File: config.mk
export PLATFORM = sky130hd
export DESIGN_NAME = time_of_day_counter
export DESIGN_NICKNAME = d
export VERILOG_FILES = /design/src/rtl/time_of_day_counter.sv
export SDC_FILE = /design/constraint.sdc
export NUM_CORES = 1
export LEC_CHECK = 0
export BUFFER_PORTS_ARGS = -buffer_cell sky130_fd_sc_hd__buf_2
export CAP_MARGIN = 20
export CORE_ASPECT_RATIO = 1.1
export CORE_MARGIN = 2
export CORE_UTILIZATION = 40
export DETAILED_ROUTE_END_ITERATION = 7
export GPL_TIMING_DRIVEN = 0
export PLACE_DENSITY = 0.69
export SETUP_SLACK_MARGIN = 0.5
export SLEW_MARGIN = 20
export SYNTH_ARGS = -nofsm -noshare
export SYNTH_HDL_FRONTEND = slang
export SYNTH_SLANG_ARGS = --single-unit
File: constraint.sdc
create_clock -name clock -period 1.9 [get_ports clock]
set_input_delay 0.38 -clock clock [delete_from_list [all_inputs] [get_ports clock]]
set_output_delay 0.38 -clock clock [all_outputs]
set_load 0.03 [all_outputs]
File: src/rtl/time_of_day_counter.sv
// Time-of-day counter: prescaled hh:mm:ss with day count, load, alarm and
// 12/24-hour display. Strobes, alarm and load_err are registered pulses.
module time_of_day_counter #(
    parameter int TICKS_PER_SEC = 50,
    parameter int DAY_W         = 8
) (
    input  logic             clock,
    input  logic             reset_n,
    input  logic             run,
    input  logic             mode12,
    input  logic             load,
    input  logic [4:0]       ld_hr,
    input  logic [5:0]       ld_min,
    input  logic [5:0]       ld_sec,
    input  logic             alarm_en,
    input  logic [4:0]       alarm_hr,
    input  logic [5:0]       alarm_min,
    output logic [5:0]       sec,
    output logic [5:0]       min,
    output logic [4:0]       hr,
    output logic [4:0]       hr_disp,
    output logic             pm,
    output logic [DAY_W-1:0] day,
    output logic             sec_tick,
    output logic             min_tick,
    output logic             hr_tick,
    output logic             day_tick,
    output logic             alarm,
    output logic             load_err
);

    localparam int PC_W = (TICKS_PER_SEC > 1) ? $clog2(TICKS_PER_SEC) : 1;
    localparam logic [PC_W-1:0] PC_MAX = PC_W'(TICKS_PER_SEC - 1);

    logic [PC_W-1:0]  pc;
    logic             adv;
    logic             ld_ok;
    logic             sec_wrap;
    logic             min_wrap;
    logic             hr_wrap;
    logic [5:0]       sec_nxt;
    logic [5:0]       min_nxt;
    logic [4:0]       hr_nxt;
    logic [DAY_W-1:0] day_nxt;
    logic             alarm_hit;

    assign adv   = run && (pc == PC_MAX);
    assign ld_ok = (ld_hr <= 5'd23) && (ld_min <= 6'd59) && (ld_sec <= 6'd59);

    assign sec_wrap = (sec == 6'd59);
    assign min_wrap = sec_wrap && (min == 6'd59);
    assign hr_wrap  = min_wrap && (hr == 5'd23);

    // Successor time; only committed on an advance edge.
    always_comb begin
        sec_nxt = sec_wrap ? 6'd0 : sec + 6'd1;
        min_nxt = min;
        hr_nxt  = hr;
        day_nxt = day;
        if (sec_wrap) begin
            min_nxt = (min == 6'd59) ? 6'd0 : min + 6'd1;
        end
        if (min_wrap) begin
            hr_nxt = (hr == 5'd23) ? 5'd0 : hr + 5'd1;
        end
        if (hr_wrap) begin
            day_nxt = day + 1'b1;
        end
    end

    // Out-of-range alarm settings cannot equal a legal successor time.
    assign alarm_hit = alarm_en && sec_wrap
                    && (hr_nxt == alarm_hr)
                    && (min_nxt == alarm_min);

    always_ff @(posedge clock or negedge reset_n) begin
        if (!reset_n) begin
            pc       <= '0;
            sec      <= '0;
            min      <= '0;
            hr       <= '0;
            day      <= '0;
            sec_tick <= 1'b0;
            min_tick <= 1'b0;
            hr_tick  <= 1'b0;
            day_tick <= 1'b0;
            alarm    <= 1'b0;
            load_err <= 1'b0;
        end else begin
            sec_tick <= 1'b0;
            min_tick <= 1'b0;
            hr_tick  <= 1'b0;
            day_tick <= 1'b0;
            alarm    <= 1'b0;
            load_err <= 1'b0;
            if (load && ld_ok) begin
                // A valid load overrides any coinciding advance.
                pc  <= '0;
                sec <= ld_sec;
                min <= ld_min;
                hr  <= ld_hr;
            end else begin
                load_err <= load;
                if (adv) begin
                    pc       <= '0;
                    sec      <= sec_nxt;
                    min      <= min_nxt;
                    hr       <= hr_nxt;
                    day      <= day_nxt;
                    sec_tick <= 1'b1;
                    min_tick <= sec_wrap;
                    hr_tick  <= min_wrap;
                    day_tick <= hr_wrap;
                    alarm    <= alarm_hit;
                end else if (run) begin
                    pc <= pc + 1'b1;
                end
            end
        end
    end

    always_comb begin
        hr_disp = hr;
        if (mode12) begin
            if (hr == 5'd0) begin
                hr_disp = 5'd12;
            end else if (hr > 5'd12) begin
                hr_disp = hr - 5'd12;
            end
        end
    end

    assign pm = (hr >= 5'd12);

endmodule

==> results of run 1 <==
[cells in the mapped netlist, drive strengths merged, types with 9 or more instances]
library cell  instances
nor3                 10
nand4                16
a21oi                16
inv                  10
mux2i                 9
xnor2                12
nand3                10
dfrtp                37
ha                   10
nor2                 32
nand2                36
xor2                  9
o21ai                18
[layout by cell type (no fill, tap or decap), types with 4 or more instances in the layout]
cell | Yosys | final
xor2_1 | 9 | 9
nand3_1 | 10 | 7
buf_6 | 2 | 45
mux2i_1 | 9 | 8
dfrtp_2 | 0 | 18
nand2_1 | 34 | 23
buf_4 | 0 | 41
dfrtp_1 | 37 | 19
xnor2_1 | 12 | 11
ha_4 | 0 | 6
buf_2 | 3 | 53
nand2_4 | 0 | 4
clkbuf_8 | 1 | 6
inv_1 | 10 | 6
a21oi_1 | 16 | 10
o21ai_1 | 0 | 12
a31oi_1 | 8 | 8
nand2_2 | 2 | 8
nor3_4 | 0 | 5
clkbuf_2 | 0 | 5
nand4_1 | 15 | 15
o211ai_1 | 4 | 4
nor2_1 | 29 | 20
a21oi_2 | 0 | 6
nor2_4 | 1 | 9
[state kept, by name (all words and copies together), names as in the netlist]
register / count
hr_tick: 1
min_tick: 1
sec: 6
sec_tick: 1
pc: 6
day: 8
hr: 5
day_tick: 1
min: 6
alarm: 1
load_err: 1
[report_power, final]
part | total [W] | switching (W) | internal (W)
Combinational | 0.00137 | 0.000754 | 0.000617
Sequential | 0.000964 | 0.000101 | 0.000863
Clock | 0.000615 | 0.000320 | 0.000295
[worst max path at each step]
stage / from / end / slack (ns) / cells after the start
4_1_cts: hr[3]$_DFFE_PN0P_ / hr_disp[4] / -0.17 / 4
2_1_floorplan: hr[2]$_DFFE_PN0P_ / hr_disp[4] / -0.08 / 3
5_1_grt: hr[3]$_DFFE_PN0P_ / hr_disp[3] / -0.26 / 7
6_report: hr[3]$_DFFE_PN0P_ / hr_disp[4] / -0.21 / 4
3_3_place_gp: hr[3]$_DFFE_PN0P_ / day[7]$_DFFE_PN0P_ / -0.25 / 9
3_5_place_dp: hr[3]$_DFFE_PN0P_ / day[7]$_DFFE_PN0P_ / -0.26 / 9
[timing repair]
item / in CTS / in global routing
setup endpoints to repair: 43 / 52
buffers inserted: 40 / 28
gates cloned: 1 / 0
gates resized for setup: 94 / 61
hold endpoints to repair: 0 / 0
pin swaps: 35 / 29
[layout make-up]
cell class,instances,area share
clock buffer,6,0.0184
timing repair buffer,138,0.246
tap,80,0.0223
clock inverter,2,0.00307
inverter,10,0.00949
multi-input combinational,239,0.462
sequential,37,0.212
buffer,13,0.0279
[worst max-delay path, delay by kind of cell, from the launching register on]
family | cells | cell delay (ns)
simple gates | 1 | 0.49
compound gates | 1 | 0.14
fa+ha+maj | 1 | 0.18
buf+inv | 1 | 0.14
flops | 1 | 0.48
[through the flow]
step / area, um^2 / util / hold slack, ns
after floorplan: 2800 / - / 0.0844
after global placement: 3240 / 0.517 / 0.455
after detailed placement: 3240 / 0.517 / 0.454
after CTS: 4040 / 0.645 / 0.235
after global routing: 4480 / 0.715 / 0.256
final: 4480 / 0.715 / 0.200
[metal layers]
layer,part of all wire,up-vias,wire length [um],global-route usage
li1,-,1386,-,-
met5,0,-,0,0
met1,0.38,1486,3880,0.328
met2,0.50,162,5120,0.446
met4,0.045,0,453,0.0847
met3,0.072,48,728,0.0347
[cell families (layout without fill, tap and decap cells)]
kind of cell,count (synthesis),count (layout),synth area share
simple gates,134,134,0.281
compound gates,62,62,0.156
flops,37,37,0.354
buf+inv,23,169,0.0440
xor+xnor,21,21,0.0703
mux,12,12,0.0473
fa+ha+maj,10,10,0.0478
==> flow_summary.json, run 1 <==
{
  "status": "complete, but fails checks",
  "violations": "setup timing",
  "area_delta_synth_final_pct": 71.3,
  "cp.arrival_ns": 1.73,
  "cts_tree": "yes",
  "synth_area_per_cell_um2": 8.75,
  "chipWidth_um": 81.1,
  "grt_max_degree": 38,
  "root_buffer": "clkbuf_8",
  "tns_ns": -1.43,
  "first_pass_iters": 6,
  "synthDistinctLibCells": 53,
  "multi_input_area_um2": 2070,
  "synth_area_um2": 2620,
  "rr_startpoint": "sec[1]$_DFFE_PN0P_",
  "drt_wl_total_mm": 10.2,
  "required_ns": 1.52,
  "postCtsHoldBufs": 0,
  "stdcell_count": 525,
  "cts.sink_count": 37,
  "synthTopCellsByArea": "dfrtp_1, nand2_1, ha_1, nor2_1, xnor2_1",
  "report.final.setup_viol": 16,
  "cts_buffers": 5,
  "fmax_mhz": 474,
  "critPathSlowestCell": "or4_4",
  "seqCellArea_um2": 948,
  "grt_pass1_wl_mm": 14.0,
  "synth_enable_flop_cells": 0,
  "hold_path_class": "input pin to async pin",
  "die_h_um": 88.8,
  "worstReg2RegEnd": "alarm$_DFF_PN0_",
  "dp.cells": 448,
  "core_area_um2": 6270,
  "antenna_found_initial": 0,
  "clock_latency_ns": 0.30,
  "critPathLaunchType": "register",
  "slew_headroom": 0.420,
  "start_util": 0.418,
  "rsz0062_at_grt": "yes",
  "wl_per_cell_um": 19.4,
  "worstSetupPathType": "register to output pin",
  "place_ws_ns": -0.263,
  "htreeDepth": 2,
  "slew_violations": 0,
  "yosysSeqAreaShare": 0.354,
  "async_flop_share": 1.00,
  "routed_via_density": 5.87,
  "ios": 71,
  "grt-ovfl-total": 0,
  "power.density_nw_per_um2": 658,
  "synth_cells": 299,
  "endpoint_kind": "output pin",
  "critPathMaxFanout": 4,
  "r2r_slack_ns": -0.18,
  "fillCellCount": 430,
  "synth_warnings": 0,
  "tightest_slew_ns": 0.869,
  "drc_errors": 0,
  "p_leak_nw": 2.07,
  "die_area_um2": 7210,
  "ir_drop_v": 0.000417,
  "cpPeakStageDelay_ns": 0.49,
  "grt_pass1_vias": 2829,
  "port_buffers": 69,
  "clkTransAtPathRegs_ns": 0.08,
  "layout_min_cycle_time_ns": 2.11,
  "nets": 488,
  "ant_nets": 0,
  "place_congestion": 0.860,
  "gr-usage-all-layers": 0.256,
  "route.vias.total": 3082,
  "rows": 30,
  "syn_nets": 343,
  "path_cells": "ha_4 > or4_4 > a21boi_4 > buf_6",
  "finalPower_w": 0.00295,
  "period_share": 1.11,
  "r2r.worst_path.cells": 7,
  "drt-initial-drc-count": 287,
  "hold_viol_final": 0,
  "synth_top_cell_area_share": 0.354,
  "dpl.hpwl_mm": 5.46,
  "clockBufferDepth": 2,
  "diodes": 0,
  "synthFlopType": "dfrtp_1",
  "layout-drive-gt1-share": 0.598,
  "fin_ws_ns": -0.210,
  "synth-seq-cells": 37,
  "fin_skew_ns": 0.0104,
  "synth_area_leader_cell": "dfrtp_1",
  "drv_cap": 0
}
Power figures use the tool's default switching activity.
==> run 2: changes to the inputs <==
--- a/config.mk
+++ b/config.mk
@@ -12,7 +12,9 @@
 export CORE_UTILIZATION = 40
 export DETAILED_ROUTE_END_ITERATION = 7
 export GPL_TIMING_DRIVEN = 0
+export HOLD_SLACK_MARGIN = 0.15
 export PLACE_DENSITY = 0.69
+export RECOVER_POWER = 50
 export SETUP_SLACK_MARGIN = 0.5
 export SLEW_MARGIN = 20
 export SYNTH_ARGS = -nofsm -noshare
==> flow_summary.json, run 2 (synthesis results as in run 1) <==
{
  "status": "complete, but fails checks",
  "violations": "setup timing",
  "clkTransAtPathRegs_ns": 0.08,
  "required_ns": 1.52,
  "port_buffers": 69,
  "grt_pass1_wl_mm": 14.0,
  "cp.arrival_ns": 1.73,
  "fin_ws_ns": -0.208,
  "die_area_um2": 7210,
  "ir_drop_v": 0.000416,
  "most-common-layout-cells": "buf_6, buf_2, buf_4, nand2_1, nor2_1",
  "critPathSlowestCell": "or4_4",
  "clock_latency_ns": 0.29,
  "largest_reg_flops": 8,
  "place_congestion": 0.860,
  "grt_max_degree": 38,
  "cts_tree": "yes",
  "dpl.hpwl_mm": 5.46,
  "top_register": "day",
  "grt-ovfl-total": 0,
  "drc_errors": 0,
  "drt_wl_total_mm": 10.1,
  "final_common_cell": "buf_6",
  "crit_family": "simple AND/OR/NAND/NOR gates",
  "root_buffer": "clkbuf_8",
  "path_cells": "ha_4 > or4_4 > a21boi_4 > buf_6",
  "layout_min_cycle_time_ns": 2.11,
  "clockBufferDepth": 2,
  "tightest_slew_ns": 0.977,
  "die_h_um": 88.8,
  "combPwrFrac": 0.464,
  "postCtsHoldBufs": 0,
  "slew_headroom": 0.349,
  "route.met2.wl_mm": 5.15,
  "nets": 488,
  "start_util": 0.418,
  "area_delta_synth_final_pct": 70.8,
  "place_ws_ns": -0.263,
  "p_leak_nw": 2.03,
  "rows": 30,
  "p_sw_w": 0.00117,
  "ant_nets": 0,
  "report.final.setup_viol": 16,
  "power.density_nw_per_um2": 658,
  "diodes": 0,
  "gr-usage-all-layers": 0.256,
  "worstSetupPathType": "register to output pin",
  "tns_ns": -1.35,
  "rsz0062_at_grt": "yes",
  "m1WireLength_mm": 3.86,
  "fin_skew_ns": 0.00763,
  "switching_share": 0.397,
  "clock_power_share": 0.208,
  "routed_via_density": 5.88,
  "slew_violations": 0,
  "wl_met3_um": 715,
  "cpPeakStageDelay_ns": 0.49,
  "htreeDepth": 2,
  "period_share": 1.11,
  "grt_pass1_vias": 2829,
  "power.internal_w": 0.00177,
  "p_seq_frac": 0.328,
  "antenna_found_initial": 0,
  "chipWidth_um": 81.1,
  "critPathLaunchType": "register",
  "critPathMaxFanout": 4,
  "cts_buffers": 5,
  "top_layer": "met4",
  "endpoint_kind": "output pin",
  "hold_path_class": "input pin to async pin",
  "drt-initial-drc-count": 278,
  "core_area_um2": 6270,
  "first_pass_iters": 5,
  "crit_buf_inv": 1,
  "fmax_mhz": 474,
  "layout-drive-gt1-share": 0.575,
  "hold_viol_final": 0,
  "route.vias.total": 3088,
  "cts.sink_count": 37,
  "wl_per_cell_um": 19.3,
  "ios": 71,
  "drv_cap": 0
}
run 2: power by group through the flow:
stage                     combinational [W]  sequential (W)  clock, W
after floorplan                    0.000518         0.00108         0
after detailed placement           0.000854        0.000998         0
final                               0.00136        0.000964  0.000611
after global placement             0.000842        0.000996         0
after global routing                0.00145        0.000971  0.000655
after CTS                           0.00117        0.000958  0.000609
run 2: repair_timing:
action                                 CTS  global route
endpoints found under the hold margin    0             0
buffers inserted                        40            28
cloned                                   1             0
gates resized for setup                 94            61
setup endpoints to repair               43            52
pin swaps                               35            29
run 2: worst register-to-register path: stages (launching register included):
cell and delay [ns]:
dfrtp_2 0.40, ha_4 0.17, and3b_2 0.30, nand2_4 0.12, o41ai_2 0.36, xor2_1 0.20, nand3_1 0.15, nor4_2 0.25
run 2: stage by stage:
step | cell area (um^2) | util | total power, W | std cells | hold slack, ns
detailed placement | 3240 | 0.517 | 0.00185 | 448 | 0.454
floorplan | 2800 | - | 0.00160 | 299 | 0.0844
global route | 4470 | 0.713 | 0.00307 | 525 | 0.297
CTS | 4040 | 0.645 | 0.00274 | 497 | 0.235
finish | 4470 | 0.713 | 0.00294 | 525 | 0.234
global placement | 3240 | 0.517 | 0.00184 | 448 | 0.455
run 2: final timing paths:
path	from	to	slack, ns	depth (start not counted)
hold / removal	reset_n	hr[3]$_DFFE_PN0P_	0.23	1
max in group asynchronous	reset_n	sec[3]$_DFFE_PN0P_	1.00	1
setup reg to reg	sec[1]$_DFFE_PN0P_	alarm$_DFF_PN0_	-0.13	7
setup / recovery	hr[3]$_DFFE_PN0P_	hr_disp[4]	-0.21	4
min in group clock	ld_sec[0]	sec[0]$_DFFE_PN0P_	0.30	3
hold reg to reg	day[7]$_DFFE_PN0P_	day[7]$_DFFE_PN0P_	0.47	1
run 2: routing by layer:
layer	track usage	vias to the layer above
met3	0.0347	47
li1	-	1387
met2	0.446	158
met1	0.328	1496
met4	0.0847	0
met5	0	-
run 2: cell type report:
type	count	area (um^2)
Buffer	13	125
Clock buffer	6	82.6
Clock inverter	2	13.8
Fill cell	437	1800
Inverter	10	42.5
Multi-Input combinational cell	239	2070
Sequential cell	37	948
Tap cell	80	100
Timing Repair Buffer	138	1090
==> run 3: changes to the inputs <==
==> constraint.sdc (replaced) <==
create_clock -name clock -period 1.9 [get_ports clock]
set_input_delay 0.19 -clock clock [delete_from_list [all_inputs] [get_ports clock]]
set_output_delay 0.19 -clock clock [all_outputs]
set_load 0.03 [all_outputs]
==> flow_summary.json, run 3 (synthesis results as in run 1) <==
{
  "htreeDepth": 2,
  "path_cells": "buf_12 > buf_8 > inv_4 > ha_4 > nand4_1 > a21boi_4 > buf_6",
  "drt_wl_total_mm": 9.83,
  "critPathSlowestCell": "dfrtp_2",
  "root_buffer": "clkbuf_8",
  "hold_viol_final": 0,
  "grt_pass1_wl_mm": 13.9,
  "finalPower_w": 0.00285,
  "most-common-layout-cells": "buf_2, buf_4, clkbuf_1, nand2_1, buf_6",
  "largest_reg_flops": 8,
  "cts_tree": "yes",
  "top_layer": "met4",
  "hold_path_class": "input pin to register",
  "hold_end": "min[5]$_DFFE_PN0P_",
  "switching_share": 0.411,
  "fin_skew_ns": 0.00853,
  "hold_depth": 3,
  "route.vias.total": 3080,
  "cp.arrival_ns": 1.86,
  "critPathLaunchType": "register",
  "start_util": 0.418,
  "worstReg2RegEnd": "alarm$_DFF_PN0_",
  "violations": "setup timing",
  "port_buffers": 69,
  "top_register": "day",
  "rr_startpoint": "sec[1]$_DFFE_PN0P_",
  "p_seq_frac": 0.337,
  "drt-initial-drc-count": 255,
  "layout-drive-gt1-share": 0.493,
  "dpl.hpwl_mm": 5.51,
  "p_sw_w": 0.00117,
  "required_ns": 1.71,
  "power.internal_w": 0.00168,
  "route.met2.wl_mm": 4.88,
  "rows": 30,
  "rsz0062_at_grt": "yes",
  "crit_family": "buffers and inverters",
  "die_h_um": 88.8,
  "clkTransAtPathRegs_ns": 0.09,
  "combPwrFrac": 0.453,
  "cts.sink_count": 37,
  "wl_per_cell_um": 18.9,
  "area_delta_synth_final_pct": 65.1,
  "slew_headroom": 0.353,
  "routed_via_density": 5.92,
  "status": "complete, but fails checks",
  "holdCritStartpoint": "ld_min[5]",
  "fmax_mhz": 488,
  "gr-usage-all-layers": 0.253,
  "endpoint_kind": "output pin",
  "clockBufferDepth": 2,
  "crit_buf_inv": 4,
  "die_area_um2": 7210,
  "p_leak_nw": 1.95,
  "m1WireLength_mm": 3.94,
  "holdWs_ns": 0.162,
  "drc_errors": 0,
  "ios": 71,
  "slew_violations": 0,
  "power.density_nw_per_um2": 659,
  "chipWidth_um": 81.1,
  "layout_min_cycle_time_ns": 2.05,
  "place_congestion": 0.871,
  "report.final.setup_viol": 11,
  "tightest_slew_ns": 0.970,
  "period_share": 1.08,
  "grt_pass1_vias": 2865,
  "antenna_found_initial": 0,
  "critPathMaxFanout": 5,
  "core_area_um2": 6270,
  "clock_power_share": 0.210,
  "first_pass_iters": 5,
  "r2r.worst_path.cells": 8,
  "r2r_slack_ns": -0.11,
  "cpPeakStageDelay_ns": 0.45,
  "cts_buffers": 5,
  "fin_ws_ns": -0.149,
  "worstSetupPathType": "register to output pin",
  "grt_max_degree": 38,
  "wl_met3_um": 711,
  "grt-ovfl-total": 0,
  "drv_cap": 0,
  "diodes": 0,
  "ir_drop_v": 0.000446,
  "final_common_cell": "buf_2",
  "nets": 483,
  "ant_nets": 0,
  "clock_latency_ns": 0.31
}
[run 3: cell types whose count changed in the layout (fill, tap and decap cells not counted), sizes merged]
cell and delta:
buf -31, dlygate4sd3 +13, clkbuf +12, clkinv -1, clkinvlp +1, inv +1
[run 3: final cells by class]
type	instances	area, um^2
clock inverters	3	21.3
repair buffers	133	983
fillers	469	1950
multi-input cells	239	2040
plain buffers	13	118
clock buffers	5	68.8
well taps	80	100
inverters	10	42.5
flip-flops and latches	37	945
[run 3: tightest hold or removal path, stage by stage]
cell and delay (ns):
clkbuf_1 0.09, nor2_1 0.11, a31oi_1 0.05
[run 3: worst max-delay path by stage]
stage | cells after the start | end | from | slack [ns]
final | 7 | hr_disp[4] | hr[2]$_DFFE_PN0P_ | -0.15
after detailed placement | 7 | alarm$_DFF_PN0_ | sec[0]$_DFFE_PN0P_ | -0.16
after global placement | 7 | alarm$_DFF_PN0_ | sec[0]$_DFFE_PN0P_ | -0.16
after CTS | 7 | alarm$_DFF_PN0_ | min[1]$_DFFE_PN0P_ | -0.1
after global routing | 8 | alarm$_DFF_PN0_ | sec[1]$_DFFE_PN0P_ | -0.22
after floorplan | 7 | alarm$_DFF_PN0_ | min[2]$_DFFE_PN0P_ | -0.07
[run 3: power by group through the flow]
stage | registers [W] | logic [W] | clock network (W)
finish | 0.000960 | 0.00129 | 0.000598
global route | 0.000967 | 0.00136 | 0.000639
CTS | 0.000953 | 0.00119 | 0.000592
detailed placement | 0.00100 | 0.000872 | 0
global placement | 0.00100 | 0.000857 | 0
floorplan | 0.00108 | 0.000527 | 0
[run 3: layer usage]
layer / up-vias / global-route usage
li1: 1378 / -
met1: 1496 / 0.321
met2: 171 / 0.430
met3: 35 / 0.0500
met4: 0 / 0.0909
met5: - / 0
[run 3: timing repair]
action,4_1_cts,5_1_grt
pin swaps,34,24
gates resized for setup,70,30
hold buffers,13,0
setup buffers,40,10
hold endpoints to repair,49,0
cloned,1,0
setup endpoints to repair,39,42
[run 3: metrics by stage]
stage	area (um^2)	util	worst slack, ns	TNS, ns	std cells
floorplan	2830	-	-0.0674	-0.0674	299
global placement	3280	0.523	-0.157	-0.232	448
detailed placement	3280	0.523	-0.156	-0.427	448
CTS	4120	0.657	-0.0953	-0.225	510
global route	4320	0.689	-0.219	-1.79	520
finish	4320	0.689	-0.149	-0.802	520
